<file path="config.mk">
export PLATFORM = sky130hd
export DESIGN_NAME = pp_column_accumulator
export DESIGN_NICKNAME = d
export VERILOG_FILES = /design/src/rtl/pp_column_accumulator.sv
export SDC_FILE = /design/constraint.sdc
export NUM_CORES = 1
export LEC_CHECK = 0
export CAP_MARGIN = 20
export CORE_MARGIN = 5
export CORE_UTILIZATION = 45
export DETAILED_ROUTE_END_ITERATION = 10
export PLACE_DENSITY = 0.7
export SKIP_CTS_REPAIR_TIMING = 1
export SYNTH_ARGS = -nofsm -noshare
export SYNTH_HDL_FRONTEND = slang
export SYNTH_SLANG_ARGS = --single-unit
</file>
<file path="constraint.sdc">
create_clock -name clk -period 5.6 [get_ports clk]
set_input_delay 0.56 -clock clk [delete_from_list [all_inputs] [get_ports clk]]
set_output_delay 0.56 -clock clk [all_outputs]
set_load 0.02 [all_outputs]
</file>
<file path="src/rtl/pp_column_accumulator.sv">
// Sequential final adder for an N x N unsigned array multiplier.
// Takes every partial-product bit a[i] & b[j], grouped by column weight, and
// reduces one column per cycle (LSB column first) through a carry register.
// The result is the 2N-bit product.
//
// Ports:
//   clk       - clock, rising edge
//   rst       - synchronous active-high reset
//   in_valid  - pp_bits holds a partial-product set
//   in_ready  - block is idle and can accept a set
//   pp_bits   - partial products; column w is a contiguous field of height
//               min(w, 2N-2-w)+1, LSB column at bit 0; only popcount matters
//   out_valid - product holds the final result
//   out_ready - consumer takes the product
//   product   - unsigned 2N-bit product
//   busy      - columns are being reduced
module pp_column_accumulator #(
  parameter int unsigned N   = 10,
  parameter int unsigned PPW = N * N,
  parameter int unsigned CW  = $clog2(N) + 1
) (
  input  logic           clk,
  input  logic           rst,
  input  logic           in_valid,
  output logic           in_ready,
  input  logic [PPW-1:0] pp_bits,
  output logic           out_valid,
  input  logic           out_ready,
  output logic [2*N-1:0] product,
  output logic           busy
);

  localparam int unsigned NCol = 2 * N - 1;
  localparam int unsigned IW   = $clog2(NCol);
  localparam int unsigned SW   = CW + 1;

  typedef enum logic [1:0] {StIdle, StBusy, StDone} state_e;

  function automatic int unsigned col_h(int unsigned w);
    int unsigned m;
    m = (w < NCol - 1 - w) ? w : NCol - 1 - w;
    return m + 1;
  endfunction

  function automatic int unsigned col_off(int unsigned w);
    int unsigned s;
    s = 0;
    for (int unsigned v = 0; v < w; v++) s += col_h(v);
    return s;
  endfunction

  // Popcount of the h-bit field starting at off; off/h are elaboration constants.
  function automatic logic [CW-1:0] field_pop(logic [PPW-1:0] v, int unsigned off,
                                              int unsigned h);
    logic [PPW-1:0] t;
    logic [CW-1:0]  c;
    t = v >> off;
    c = '0;
    for (int unsigned k = 0; k < N; k++) begin
      if (k < h) c = c + CW'(t[k]);
    end
    return c;
  endfunction

  state_e         state_q, state_d;
  logic [IW-1:0]  idx_q, idx_d;
  logic [CW-1:0]  carry_q, carry_d;
  logic [2*N-1:0] prod_q, prod_d;
  logic [PPW-1:0] pp_q, pp_d;

  logic [CW-1:0]  col_cnt [NCol];
  logic [SW-1:0]  col_sum;

  for (genvar w = 0; w < NCol; w++) begin : g_col
    assign col_cnt[w] = field_pop(pp_q, col_off(w), col_h(w));
  end

  // Carry is bounded by N-1, so the sum fits in CW+1 bits.
  assign col_sum = {1'b0, col_cnt[idx_q]} + {1'b0, carry_q};

  always_comb begin
    state_d = state_q;
    idx_d   = idx_q;
    carry_d = carry_q;
    prod_d  = prod_q;
    pp_d    = pp_q;
    unique case (state_q)
      StIdle: begin
        if (in_valid) begin
          pp_d    = pp_bits;
          carry_d = '0;
          prod_d  = '0;
          idx_d   = '0;
          state_d = StBusy;
        end
      end
      StBusy: begin
        prod_d[idx_q] = col_sum[0];
        carry_d       = col_sum[SW-1:1];
        idx_d         = idx_q + 1'b1;
        if (idx_q == IW'(NCol - 1)) begin
          // Final carry is at most 1 since the product fits in 2N bits.
          prod_d[2*N-1] = col_sum[1];
          state_d       = StDone;
        end
      end
      StDone: begin
        if (out_ready) state_d = StIdle;
      end
      default: state_d = StIdle;
    endcase
  end

  always_ff @(posedge clk) begin
    if (rst) begin
      state_q <= StIdle;
      idx_q   <= '0;
      carry_q <= '0;
      prod_q  <= '0;
      pp_q    <= '0;
    end else begin
      state_q <= state_d;
      idx_q   <= idx_d;
      carry_q <= carry_d;
      prod_q  <= prod_d;
      pp_q    <= pp_d;
    end
  end

  assign in_ready  = (state_q == StIdle);
  assign busy      = (state_q == StBusy);
  assign out_valid = (state_q == StDone);
  assign product   = prod_q;

endmodule

</file>
# Yosys cells after proc, flatten, opt, wreduce, memory -nomap -nowiden
# Cells that the tools add are included.
# W data, S select, Z words.
# word_totals
ff_bits,132
latchBits,0
ramBits,0
mem_bits_ro,0
output_inout_bits,23
wordCells,120
n_memories,0
# classes
addsub,83
multipliers,0
div,0
magnitude_cmp,3
n_eq_ne,6
shifts,0
muxes,16
n_bitwise,1
reduce_logical,6
# op_table
operator,count
$add A5 B1 Y5,25
$add A4 B1 Y5,11
$add A3 B1 Y4,13
$add A2 B1 Y3,15
$pmux W20 S2,1
$add A1 B1 Y2,17
$bmux W5 S5,1
$bwmux W20,1
$mux W20,1
$pmux W5 S2,2
$mux W5,3
$add A5 B5 Y6,1
$ge A6 B6 Y1 const B,1
$lt A5 B6 Y1 const B,1
$mux W2,3
$not A5 Y6,1
$pmux W2 S3,1
$add A5 B1 Y5 const B,1
$demux W1 S5,1
$eq A5 B5 Y1 const B,1
$ge A5 B1 Y1 const B,1
$ne A2 B1 Y1 const B,2
$reduce_and A2 Y1,2
$reduce_and A3 Y1,1
7 further kinds,8

# Longest topological paths before layout
# Gate-level depths: netlist of the first run.
# depth
depth_word,16
mapped_depth,18
mapped_depth_nobuf,18

# Worst setup path before layout of the first run
# Ideal clock, no wire load.
# synth_timing
path_type,register to register
start,register pp_q[55]
end,register carry_q[3]
t_arrival_ns,4.435
t_required_ns,5.478
setup_slack_ns,1.043
stages_incl_launch_ff,16
period_less_slack_ns,4.557
cell_sequence,dfxtp_1 -> inv_1 -> fa_1 -> fa_1 -> fa_1 -> fa_1 -> fa_1 -> inv_1 -> mux4_2 -> o22ai_1 -> nor3_1 -> fa_1 -> a21o_1 -> a21oi_1 -> nor4_1 -> a311o_1
# synth_between
elab_chain_len,13
# synth_lines
item,line_no,source
start: declaration,69,"logic [PPW-1:0] pp_q, pp_d;"
start signal: assignment,126,pp_q <= pp_d;
$add A1 B1 Y2,60,if (k < h) c = c + CW'(t[k]);
$add A2 B1 Y3,60,
$add A3 B1 Y4,60,
$add A4 B1 Y5,60,
$add A5 B1 Y5 (4 in a row),60,
$bmux W5 S5,79,"assign col_sum = {1'b0, col_cnt[idx_q]} + {1'b0, carry_q};"
$mux W5 (implied by the code) (2 in a row),79,
$add A5 B5 Y6,79,
$pmux W5 S2,87,unique case (state_q)
end signal: assignment,124,carry_q <= carry_d;
end: declaration,67,"logic [CW-1:0] carry_q, carry_d;"
# Every way passes these cells. The select of a mux whose other input is x is not followed.
# A chain may end at the register's enable or synchronous reset.

# Worst setup path in the final report of the first run
# Ends and elaborated chain as after synthesis.

==> run summary, run 1 <==
- **max cap viols** 0
- **reg2reg setup slack** 0.79 ns
- **Design Area, Final** 9110 um2
- **outcome** completed
- **Overflow after GRT** 0
- **power density cells** 290 nW/um2
- **CTS Buffer Depth** 2
- **proportion of synthesized chip area in sequential cells** 0.366
- **stage delay of the slowest cell on the critical path** 0.56 ns
- **area grow syn2layout** 26.3%
- **vertical die dimension** 137 um
- **remaining routing DRC violations** 0
- **largest area contributor in the netlist** sky130_fd_sc_hd__dfxtp_1
- **total routed wirelength** 17.0 mm
- **Worst EP required** 5.90 ns
- **Bufs and invs on worst path** 2
- **Root Buffer Master** sky130_fd_sc_hd__clkbuf_16
- **net switching power of the design** 0.000670 W
- **share of final-layout standard cells stronger than drive strength 1** 0.0539
- **number of buffer cells added on primary ports** 126
- **core region area** 15800 um2
- **Setup Total Neg Slack** 0 ns
- **minimum clock period after layout** 4.81 ns
- **CTS H-Tree Depth** 4
- **highest fanout seen on the critical path** 2
- **Detailed Routing Iterations Pass 1** 5
- **overall global routing resource usage** 0.188
- **# IOs** 127
- **max-slew violation count** 0
- **# setup viols final** 0
- **largest cells by area after synthesis** sky130_fd_sc_hd__dfxtp_1 37%, sky130_fd_sc_hd__fa_1 13%, sky130_fd_sc_hd__nand2_1 11%, sky130_fd_sc_hd__a21oi_1 9.1%, sky130_fd_sc_hd__inv_1 5.6%
- **count of endpoints failing hold in the final timing report** 0
- **pin slew with the least headroom to its limit** 1.00 ns
- **Final #Nets** 1132
- **clock network latency to the later pin of the worst-skew pair** 0.42 ns
- **CTS buffer count** 17
- **post-detail-place hpwl** 12.1 mm
- **maximum number of pins on one net before global-route repair** 91
- **TritonCTS clock tree** built
- **synth unique cells** 47
- **part of the total power dissipated in combinational logic** 0.167
- **number of fill cells** 1450
- **depth of the most critical reg-to-reg path** 15
- **post-synthesis instance area** 7210 um2
- **Clock transition at path regs** 0.06 ns
- **row count** 46
- **routed length per instance** 14.4 um
- **Worst setup EP type** flip-flop
- **synthesized instance count** 859
- **antenna diode count** 0
- **total nets after synthesis** 1040
- **number of cells on the worst hold path** 2
- **headroom to the max-slew limit** 0.331
- **wire length of the first global-routing pass** 27.7 mm
- **data arrival time at the worst-slack endpoint** 5.12 ns
- **unrepaired setup endpoints after global routing** false
- **cell type of the slowest stage on the worst timing path** sky130_fd_sc_hd__fa_1
- **number of global-route vias before repair** 5619
- **Crit Path Category** flip-flop to flip-flop
- **Vias per Instance** 4.98
- **Die Outline Area** 18700 um2
- **worst r2r dst** carry_q[3]$_SDFFE_PP0P_
- **worst hold endpoint** pp_q[46]$_SDFFE_PP0P_
- **Clock Power Share** 0.449
- **Period Utilization, post-route** 0.860
- **CP Launch Type** flip-flop
- **min-delay worst type** flip-flop to flip-flop
- **peak clock frequency supported by timing** 208 MHz
- **initial antenna violation count** 0
- **Worst Min Path Start** pp_q[46]$_SDFFE_PP0P_
- **Flop pwr share** 0.384
- **post-detailed-route count of antenna-violating nets** 0
- **Final GP Congestion** 0.865
- **initial cell density of the core** 0.456
- **fraction of power spent switching nets** 0.253
- **#FFs+latches synth** 132
- **Critical Path Most Common Cell** sky130_fd_sc_hd__fa_1
- **static leakage** 3.72 nW
- **area share of the largest cell type after synthesis** 0.366
- **Setup Skew** 0.00653 ns
- **Yosys Warn Count** 0
- **Synth Area per Inst** 8.40 um2
- **via count** 5871
- **Horiz. Die Dim** 137 um
- **Internal** 0.00198 W
- **Clock Sinks** 132
- **Peak supply drop** 0.227 mV
- **iteration-0 DRC count of the detailed router** 354
- **worst-case hold slack** 0.453 ns
- **list of cells traversed by the critical path** inv_1 > fa_1 > fa_1 > fa_1 > fa_1 > fa_1 > inv_1 > mux4_2 > o22ai_1 > nor3_1 > fa_1 > a21o_1 > a21oi_1 > nor4_1 > a311o_1
- **area of placed instances** 8480 um2
- **Top delay family on crit path** adder cells
- **R2R Path Start** pp_q[55]$_SDFFE_PP0P_
## worst register-to-register path, delay by kind of cell, from the launching register on
| kind | cells | cell delay [ns] |
|---|---|---|
| simple gates | 2 | 0.16 |
| compound gates | 4 | 0.84 |
| mux | 1 | 0.47 |
| fa+ha+maj | 6 | 2.82 |
| flops | 1 | 0.32 |
| buf+inv | 2 | 0.10 |
## per-stage QoR
| stage | cells | setup slack [ns] | power, W | utilization |
|---|---|---|---|---|
| after floorplan | 859 | 1.04 | 0.00132 | - |
| after global placement | 1148 | 0.861 | 0.00147 | 0.536 |
| after detailed placement | 1148 | 0.816 | 0.00148 | 0.536 |
| after CTS | 1180 | 0.785 | 0.00268 | 0.576 |
| after global routing | 1180 | 0.552 | 0.00278 | 0.576 |
| final | 1180 | 0.787 | 0.00265 | 0.576 |
## layout make-up
| cell class | count | area (um2) | share of cell area |
|---|---|---|---|
| clock buffers | 25 | 485 | 0.0533 |
| clock inverters | 7 | 145 | 0.0159 |
| inverters | 109 | 412 | 0.0452 |
| multi-input cells | 559 | 3860 | 0.423 |
| flip-flops and latches | 132 | 2640 | 0.290 |
| well taps | 216 | 270 | 0.0296 |
| repair buffers | 132 | 1300 | 0.143 |
## power groups by stage
stage	Sequential [W]	Clock [W]	Combinational, W
after floorplan	0.00103	0	0.000295
after global placement	0.00104	0	0.000437
after detailed placement	0.00104	0	0.000444
after CTS	0.00102	0.00121	0.000450
after global routing	0.00102	0.00125	0.000507
final	0.00102	0.00119	0.000443
## kinds of logic after synthesis
logic type | synth area share
AND/OR/NAND/NOR | 0.176
AO/OA/AOI/OAI | 0.133
XOR/XNOR | 0.00728
adder cells (fa/ha/maj) | 0.182
buffers and inverters | 0.100
multiplexers | 0.0354
flip-flops | 0.366
## flip-flops by register name (all words and copies together), names as in the netlist
name	cells
pp_q	100
product	20
carry_q	5
idx_q	5
state_q	2
## worst max path at each step
stage	slack, ns	start	cells after the start	to
floorplan	1.04	pp_q[55]$_SDFFE_PP0P_	15	carry_q[3]$_SDFFE_PP0P_
global placement	0.86	pp_q[55]$_SDFFE_PP0P_	15	carry_q[3]$_SDFFE_PP0P_
detailed placement	0.82	pp_q[55]$_SDFFE_PP0P_	15	carry_q[3]$_SDFFE_PP0P_
CTS	0.78	pp_q[55]$_SDFFE_PP0P_	15	carry_q[3]$_SDFFE_PP0P_
global route	0.55	pp_q[55]$_SDFFE_PP0P_	15	carry_q[3]$_SDFFE_PP0P_
finish	0.79	pp_q[55]$_SDFFE_PP0P_	15	carry_q[3]$_SDFFE_PP0P_
## per-layer routing
layer	wire length (um)	GRT usage	up-vias
li1	-	-	2967
met1	7750	0.260	2729
met2	7820	0.285	156
met3	1150	0.0526	19
met4	283	0.0627	0
met5	0	0	-
## cell usage after synthesis, drive strengths merged
| cell type | n |
|---|---|
| nand2 | 215 |
| dfxtp | 132 |
| a21oi | 131 |
| inv | 109 |
| fa | 47 |
| buf | 34 |
| ha | 30 |
| clkbuf | 25 |
| nand3 | 22 |
| o211ai | 16 |
| nand4 | 15 |
| nor2 | 11 |
| mux4 | 9 |
| a21o | 5 |
| nor2b | 5 |
| o21ai | 5 |
| o22ai | 5 |
| xor2 | 4 |
| mux2i | 3 |
| nand2b | 3 |
| nor3b | 3 |
| or3b | 3 |
| a221oi | 2 |
| and3b | 2 |
| mux2 | 2 |
| nand4b | 2 |
| nor3 | 2 |
| nor4 | 2 |
| xnor2 | 2 |
| a2111oi | 1 |
| a221o | 1 |
| a311o | 1 |
| a311oi | 1 |
| and2 | 1 |
| and3 | 1 |
| nand3b | 1 |
| nor4b | 1 |
| o311a | 1 |
| o31ai | 1 |
| o41ai | 1 |
| or3 | 1 |
| or4 | 1 |
## layout by cell type (no fill, tap or decap), types with 9 or more instances in the layout
master / instances
sky130_fd_sc_hd__a21oi_1: 131
sky130_fd_sc_hd__clkbuf_16: 17
sky130_fd_sc_hd__clkdlybuf4s50_1: 125
sky130_fd_sc_hd__dfxtp_1: 132
sky130_fd_sc_hd__fa_1: 47
sky130_fd_sc_hd__ha_1: 30
sky130_fd_sc_hd__inv_1: 107
sky130_fd_sc_hd__mux4_2: 9
sky130_fd_sc_hd__nand2_1: 215
sky130_fd_sc_hd__nand3_1: 22
sky130_fd_sc_hd__nand4_1: 15
sky130_fd_sc_hd__nor2_1: 11
sky130_fd_sc_hd__o211ai_1: 16
Power figures use the tool's default switching activity.
==> run 2: changes to the inputs <==
Settings changed: GPL_TIMING_DRIVEN set to 0.
==> run 2 against run 1 <==
Via count is 4.1% higher. Worst setup slack worse by 0.060 ns. Maximum frequency is 1.2% lower. Routed wire length is 6.4% higher. Sequential share of layout area is 0.61 points lower. Critical path depth stayed put. Clock power is 10% lower. Core utilization is 1.2 points higher. Hold slack worse by 0.0020 ns. Cell count is 4.4% higher. Largest cell class unchanged.
==> run summary, run 2 (synthesis results as in run 1) <==
- **Period Utilization, post-route** 0.870
- **static leakage** 3.84 nW
- **Worst EP required** 5.91 ns
- **CTS buffer count** 17
- **share of final-layout standard cells stronger than drive strength 1** 0.0748
- **Final GP Congestion** 0.902
- **CP Launch Type** flip-flop
- **number of global-route vias before repair** 5852
- **row count** 46
- **Setup Skew** 0.00876 ns
- **count of endpoints failing hold in the final timing report** 0
- **Detailed Routing Iterations Pass 1** 5
- **initial antenna violation count** 0
- **Crit Path Category** flip-flop to flip-flop
- **Die Outline Area** 18700 um2
- **Peak supply drop** 0.218 mV
- **number of buffer cells added on primary ports** 125
- **unrepaired setup endpoints after global routing** false
- **most used cells in the layout excluding fill and tap cells** 215 x sky130_fd_sc_hd__nand2_1, 132 x sky130_fd_sc_hd__dfxtp_1, 131 x sky130_fd_sc_hd__a21oi_1
- **CTS Buffer Depth** 2
- **vertical die dimension** 137 um
- **minimum clock period after layout** 4.87 ns
- **post-detailed-route count of antenna-violating nets** 0
- **Clock Sinks** 132
- **Placed Instances** 1200
- **peak clock frequency supported by timing** 205 MHz
- **post-detail-place hpwl** 13.8 mm
- **wire length of the first global-routing pass** 29.0 mm
- **total routed wirelength** 18.1 mm
- **# IOs** 127
- **routed length per instance** 14.7 um
- **Overflow after GRT** 0
- **initial cell density of the core** 0.456
- **headroom to the max-slew limit** 0.590
- **Vias per Instance** 4.96
- **# setup viols final** 0
- **max reg flops** 100
- **antenna diode count** 0
- **filler-free cell count of the finished design** 1232
- **Horiz. Die Dim** 137 um
- **Final #Nets** 1184
- **iteration-0 DRC count of the detailed router** 382
- **area grow syn2layout** 29.0%
- **outcome** completed
- **clock network latency to the later pin of the worst-skew pair** 0.42 ns
- **most flop-heavy register** pp_q
- **pin slew with the least headroom to its limit** 0.616 ns
- **TritonCTS clock tree** built
- **power density cells** 275 nW/um2
- **overall global routing resource usage** 0.201
- **max-slew violation count** 0
- **Worst setup EP type** flip-flop
- **Clock transition at path regs** 0.06 ns
- **max cap viols** 0
- **Root Buffer Master** sky130_fd_sc_hd__clkbuf_16
- **highest fanout seen on the critical path** 2
- **core region area** 15800 um2
- **min-delay worst type** flip-flop to flip-flop
- **via count** 6113
- **CTS H-Tree Depth** 4
- **most common cell after layout, fill and taps aside** sky130_fd_sc_hd__nand2_1
- **maximum number of pins on one net before global-route repair** 17
- **Setup Total Neg Slack** 0 ns
- **remaining routing DRC violations** 0
- **data arrival time at the worst-slack endpoint** 5.18 ns
## run 2: final cells by class
cell class	count	area [um2]
Timing Repair Buffer	125	1250
Buffer	59	313
Multi-Input combinational cell	559	3850
Fill cell	1471	6520
Sequential cell	132	2640
Clock buffer	23	498
Inverter	109	412
Tap cell	216	270
Clock inverter	9	76.3
## run 2: worst max-delay path: stages, from the launching register on
cell                      delay [ns]
sky130_fd_sc_hd__dfxtp_1        0.32
sky130_fd_sc_hd__inv_1          0.06
sky130_fd_sc_hd__fa_1           0.55
sky130_fd_sc_hd__fa_1           0.43
sky130_fd_sc_hd__fa_1           0.46
sky130_fd_sc_hd__fa_1           0.43
sky130_fd_sc_hd__fa_1           0.52
sky130_fd_sc_hd__inv_1          0.04
sky130_fd_sc_hd__mux4_2         0.50
sky130_fd_sc_hd__o22ai_1        0.18
sky130_fd_sc_hd__nor3_1         0.10
sky130_fd_sc_hd__fa_1           0.44
sky130_fd_sc_hd__a21o_1         0.20
sky130_fd_sc_hd__a21oi_1        0.18
sky130_fd_sc_hd__nor4_1         0.06
sky130_fd_sc_hd__a311o_1        0.28
## run 2: worst paths after layout
path / startpoint / to / slack, ns / cells after the start
hold reg to reg: pp_q[35]$_SDFFE_PP0P_ / pp_q[35]$_SDFFE_PP0P_ / 0.45 / 2
setup / recovery: pp_q[55]$_SDFFE_PP0P_ / carry_q[3]$_SDFFE_PP0P_ / 0.73 / 15
setup reg to reg: pp_q[55]$_SDFFE_PP0P_ / carry_q[3]$_SDFFE_PP0P_ / 0.73 / 15
hold / removal: pp_q[35]$_SDFFE_PP0P_ / pp_q[35]$_SDFFE_PP0P_ / 0.45 / 2
## run 2: metrics by stage
step           setup slack [ns]  power [W]  hold WS, ns   util  cell area [um2]
3_5_place_dp              0.783    0.00151        0.447  0.552             8740
6_report                  0.727    0.00256        0.451  0.588             9310
2_1_floorplan              1.04    0.00132        0.433      -             7210
5_1_grt                   0.488    0.00269        0.469  0.588             9310
4_1_cts                   0.737    0.00259        0.454  0.588             9310
3_3_place_gp              0.818    0.00150        0.443  0.552             8740
## run 2: report_power, final
part / switching (W) / internal (W) / total (W) / leakage [nW]
Combinational: 0.000253 / 0.000225 / 0.000477 / 2.47
Sequential: 0.0000277 / 0.000987 / 0.00101 / 1.08
Clock: 0.000405 / 0.000664 / 0.00107 / 0.288
## run 2: routing by layer
metal,wire length [um],up-vias,track usage
li1,-,3076,-
met1,7910,2815,0.265
met2,8460,199,0.323
met3,1410,23,0.0507
met4,308,0,0.0649
met5,0,-,0
==> run 3: changes to the inputs <==
Clock period 5.6 ns to 6.25 ns, I/O delays scaled along.
==> results of run 3 <==
Same layout as run 2 (identical final DEF). Status: completed.
Among the figures that moved: setup slack after placement 0.783 ns -> 1.43 ns; setup slack after layout 0.727 ns -> 1.38 ns; register-to-register setup slack 0.73 ns -> 1.38 ns; total power 0.00256 W -> 0.00229 W; worst IR drop on VDD 0.218 mV -> 0.195 mV
